## config.mk

```make
export PLATFORM = sky130hd
export DESIGN_NAME = xnor_seq_arb
export DESIGN_NICKNAME = d
export VERILOG_FILES = /design/src/rtl/xnor_seq_arb.sv
export SDC_FILE = /design/constraint.sdc
export NUM_CORES = 1
export LEC_CHECK = 0
export ABC_AREA = 0
export CAP_MARGIN = 20
export CORE_ASPECT_RATIO = 0.75
export CORE_MARGIN = 1.5
export CORE_UTILIZATION = 49
export DETAILED_ROUTE_END_ITERATION = 8
export PLACE_DENSITY = 0.82
export SLEW_MARGIN = 40
export SYNTH_ARGS = -nofsm -noshare
export SYNTH_HDL_FRONTEND = slang
export SYNTH_SLANG_ARGS = --single-unit
```

## constraint.sdc

```tcl
create_clock -name clk -period 2.39 [get_ports clk]
set_input_delay 0.5975 -clock clk [delete_from_list [all_inputs] [get_ports clk]]
set_output_delay 0.5975 -clock clk [all_outputs]
set_load 0.01 [all_outputs]
```

## src/rtl/xnor_seq_arb.sv

```systemverilog
// rtl/xnor_seq_arb.sv - two-requester round-robin sequencer over one 4-bit XNOR slice
// Optional feature macro: XNOR_SEQ_PARITY_EN (adds registered parity output par)

module xnor_4b (
  input  logic [3:0] a,
  input  logic [3:0] b,
  output logic [3:0] y
);
  assign y = ~(a ^ b);
endmodule

module xnor_seq_arb #(
  parameter int NIB = 4
) (
  input  logic               clk,
  input  logic               rst_n,
  input  logic               req0,
  input  logic               req1,
  input  logic [4*NIB-1:0]   x0,
  input  logic [4*NIB-1:0]   y0,
  input  logic [4*NIB-1:0]   x1,
  input  logic [4*NIB-1:0]   y1,
  output logic               gnt0,
  output logic               gnt1,
  output logic               busy,
  output logic               done,
  output logic               id,
  output logic [4*NIB-1:0]   out
`ifdef XNOR_SEQ_PARITY_EN
  ,
  output logic               par
`endif
);

  localparam int W  = 4 * NIB;
  localparam int CW = (NIB > 1) ? $clog2(NIB) : 1;
  localparam int IW = (W > 1) ? $clog2(W) : 1;
  localparam logic [CW-1:0] CNT_LAST = CW'(NIB - 1);

  typedef enum logic [1:0] {
    S_IDLE,
    S_RUN,
    S_DONE
  } state_t;

  state_t         state;
  logic [CW-1:0]  cnt;
  logic           pri;
  logic           own;
  logic [W-1:0]   xa;
  logic [W-1:0]   ya;
  logic [W-1:0]   acc;
  logic [W-1:0]   acc_next;
  logic [IW-1:0]  base;
  logic [3:0]     nib_x;
  logic [3:0]     nib_y;
  logic [3:0]     nib_q;
  logic           can_grant;

  // Grants are only offered from IDLE and never while reset is asserted
  assign can_grant = (state == S_IDLE) && rst_n;
  assign gnt0      = can_grant & req0 & (~req1 | ~pri);
  assign gnt1      = can_grant & req1 & (~req0 | pri);

  assign base = IW'(cnt) << 2;

  xnor_4b u_slice (
    .a (nib_x),
    .b (nib_y),
    .y (nib_q)
  );

  // Select the active nibble and merge the slice result into the accumulator
  always_comb begin
    nib_x          = xa[base +: 4];
    nib_y          = ya[base +: 4];
    acc_next       = acc;
    acc_next[base +: 4] = nib_q;
  end

  // Sequencer: capture on grant, one nibble per RUN cycle, publish on entering DONE
  always_ff @(posedge clk) begin
    if (!rst_n) begin
      state <= S_IDLE;
      cnt   <= '0;
      pri   <= 1'b0;
      own   <= 1'b0;
      xa    <= '0;
      ya    <= '0;
      acc   <= '0;
      out   <= '0;
      id    <= 1'b0;
      done  <= 1'b0;
      busy  <= 1'b0;
`ifdef XNOR_SEQ_PARITY_EN
      par   <= 1'b0;
`endif
    end else begin
      case (state)
        S_IDLE: begin
          if (gnt0 | gnt1) begin
            xa    <= gnt1 ? x1 : x0;
            ya    <= gnt1 ? y1 : y0;
            own   <= gnt1;
            pri   <= gnt0;
            cnt   <= '0;
            busy  <= 1'b1;
            state <= S_RUN;
          end
        end
        S_RUN: begin
          acc <= acc_next;
          if (cnt == CNT_LAST) begin
            out   <= acc_next;
            id    <= own;
`ifdef XNOR_SEQ_PARITY_EN
            par   <= ^acc_next;
`endif
            done  <= 1'b1;
            state <= S_DONE;
          end else begin
            cnt <= cnt + CW'(1);
          end
        end
        S_DONE: begin
          done  <= 1'b0;
          busy  <= 1'b0;
          state <= S_IDLE;
        end
        default: begin
          state <= S_IDLE;
        end
      endcase
    end
  end

endmodule

```

==> flow_metrics.tcl, run 1 <==
set metrics [dict create \
    outcome "complete, no violations" \
    synth-simple-area-share_pct 20.6 \
    synth_area_leader_cell "dfxtp_1" \
    slew_viol_final 0 \
    cp-endpoint "gnt1" \
    die_area_um2 7770 \
    io_pins 89 \
    synth-seq-cells 73 \
    area_delta_synth_final_pct 31.5 \
    antenna_found_initial 0 \
    synth_edf_count 0 \
    finalHoldViolations 0 \
    drtAntennaViolNets 0 \
    max_slew_margin_pct 49.6 \
    p_leak_uw 0.00189 \
    place_ws_ns -0.0824 \
    vias 3256 \
    diodes 0 \
    htreeDepth 3 \
    grt_max_degree 78 \
    final_nets 580 \
    crit_fanout 3 \
    mostFrequentLayoutCells "108 x nand2_1, 84 x clkdlybuf4s50_1, 73 x dfxtp_1" \
    globalplace.congestion 0.875 \
    synth_fa_ha_area_share_pct 2.11 \
    crit_start "req0" \
    ys_seq_area_share_pct 41.1 \
    synth.area.top_cells "dfxtp_1 41%, nand2_1 11%, a31oi_1 5.6%" \
    drv_cap 0 \
    core_um2 6900 \
    initial_core_util_pct 51.5 \
    synth_mux_area_share_pct 2.54 \
    synth_xor_area_share_pct 3.95 \
    worstPathRequired_ns 1.79 \
    hold_class "flop to flop" \
    netlist_instances 426 \
    ys_warn_count 0 \
    die_height_um 76.7 \
    setup_viol 0 \
    drcViolationCount 0 \
    grt_first_pass_wirelength_um 14000 \
    dieWidth_um 101 \
    clockBufferDepth 2 \
    postCtsSetupBuffers 0 \
    timing.rr.end "acc[2]" \
    post_drt_wl_per_cell_um 14.0 \
    cp-end-kind "output port" \
    fin_crit_sh_pct 94.1 \
    synthArstFlopShare_pct 0 \
    drt_iter0_drc 241 \
    grt_usage_pct 22.9 \
    reg2reg_depth 5 \
    io_buffers 88 \
    clk_latency_ns 0.35 \
    first_global_vias 3060 \
    power-per-cell-area_nw_per_um2 598 \
    cts_hold_buf 0 \
    tightest_slew_ns 0.756 \
    n_fill_cell 593 \
    wirelength_um 8510 \
    rsz0062_at_grt "no" \
    synth_compound_area_share_pct 24.3 \
    crit_type "input port to output port" \
    cts.sinks 73 \
    overflow 0 \
    cts-resized-gates 3 \
    cts_buffers 9 \
    peakVddDrop_mv 0.282 \
    reg2reg_from "cnt[0]" \
    holdCritStartpoint "pri" \
    regArea_um2 1460 \
    fin_crit_ns 2.25 \
    startpoint_type "input port" \
    synth_cell_types 35 \
    skew_ns 0.0131 \
    clock.fmax_mhz 445 \
    synth_flop_cell "dfxtp_1" \
    place.detailed.hpwl_um 6200 \
    multiInputGateArea_um2 1900 \
    drt_pre_antenna_iters 4 \
    num_rows 26 \
    final_common_cell "nand2_1" \
    clk_pin_slew_ns 0.08 \
    synth_area_per_cell_um2 8.34 \
    tns_ns 0 \
    timing.final.ws_setup_ns 0.142 \
    syn-num-nets 500 \
    viasPerCell 5.35 \
    worstPathArrival_ns 1.65 \
    cts_tree "built" \
    r2r_slack_ns 0.49 \
    cts-root-buf "clkbuf_8" \
    synthesis.area_um2 3550 \
    synth_top_family_by_area "compound AO/OA/AOI/OAI gates" \
    synth_top_cell_area_share_pct 41.1 \
    drive_above_1_share_pct 12.3 \
]
## worst min-delay path by stage
stage	endpoint	slack [ns]	cells past startpoint
detailed placement	acc[5]	0.45	2
global route	acc[14]	0.49	2
CTS	acc[10]	0.47	2
floorplan	own	0.43	2
global placement	own	0.45	2
finish	pri	0.46	2
## worst max-delay path: stages
cell             delay [ns]
clkdlybuf4s50_1        0.50
nand2b_1               0.11
nand3_4                0.10
clkinv_2               0.05
dlygate4sd2_1          0.29
## report_power, final
part           internal, uW  switching, uW
Clock                   512            463
Combinational           230            259
Sequential             1280           48.2
## cell families after synthesis
| logic type | Yosys count |
|---|---|
| AO/OA/AOI/OAI | 137 |
| buffers and inverters | 32 |
| multiplexers | 9 |
| adder cells (fa/ha/maj) | 6 |
| XOR/XNOR | 16 |
| flip-flops | 73 |
| AND/OR/NAND/NOR | 153 |
## cells in the mapped netlist (2+ instances only)
master    number
buf_4          9
and2_1         7
dfxtp_1       73
a21oi_1       20
o21ai_2       14
o21ai_0       30
a21oi_2       14
o22ai_1       16
xor2_1        16
a31oi_1       32
nor3_1         2
o21ai_1        7
nand3_1        6
mux2i_1        9
o21a_1         2
buf_6          2
nor2b_1       19
and4bb_2       2
nand2_1      108
nand2b_1       3
clkbuf_1       9
ha_1           6
inv_2          2
buf_2          7
## layer usage
layer,part of all wire (%),up-vias,GRT usage [%]
met5,0,-,0
met4,1.4,0,7.64
met3,6.7,13,6.47
met2,46,108,35.3
met1,46,1495,30.9
li1,-,1640,-
## stage by stage
step / total power [uW] / hold WS (ns) / instances / area (um2) / utilization [%]
finish: 2790 / 0.464 / 609 / 4670 / 67.7
global route: 2910 / 0.494 / 609 / 4670 / 67.7
CTS: 2810 / 0.467 / 609 / 4670 / 67.7
detailed placement: 1840 / 0.454 / 593 / 4470 / 64.8
global placement: 1830 / 0.446 / 593 / 4470 / 64.8
floorplan: 1640 / 0.434 / 426 / 3550 / -
## area by class of cell
type	count	share of cell area, %
multi-input cells	321	40.7
flip-flops and latches	73	31.3
repair buffers	97	20.7
clock buffers	10	2.95
well taps	98	2.63
clock inverters	6	1.45
inverters	4	0.348
## registers in the layout, indices dropped and copies added, names as in the netlist
signal / cells
ya: 16
own: 1
acc: 16
cnt: 2
busy: 1
xa: 16
id: 1
out: 16
pri: 1
done: 1
state: 2
Note: power is estimated with default switching activity, not from simulation.
==> inputs of run 2 (changes only) <==
Settings changed: SKIP_LAST_GASP set to 1.
==> results of run 2 <==
Final layout, timing and power as in run 1 (identical DEF).
==> inputs of run 3 (changes only) <==
Settings changed: ABC_AREA 0 to not set, CTS_CLUSTER_DIAMETER set to 200.
==> results of run 3 <==
Final layout, timing and power as in run 1 (identical DEF).
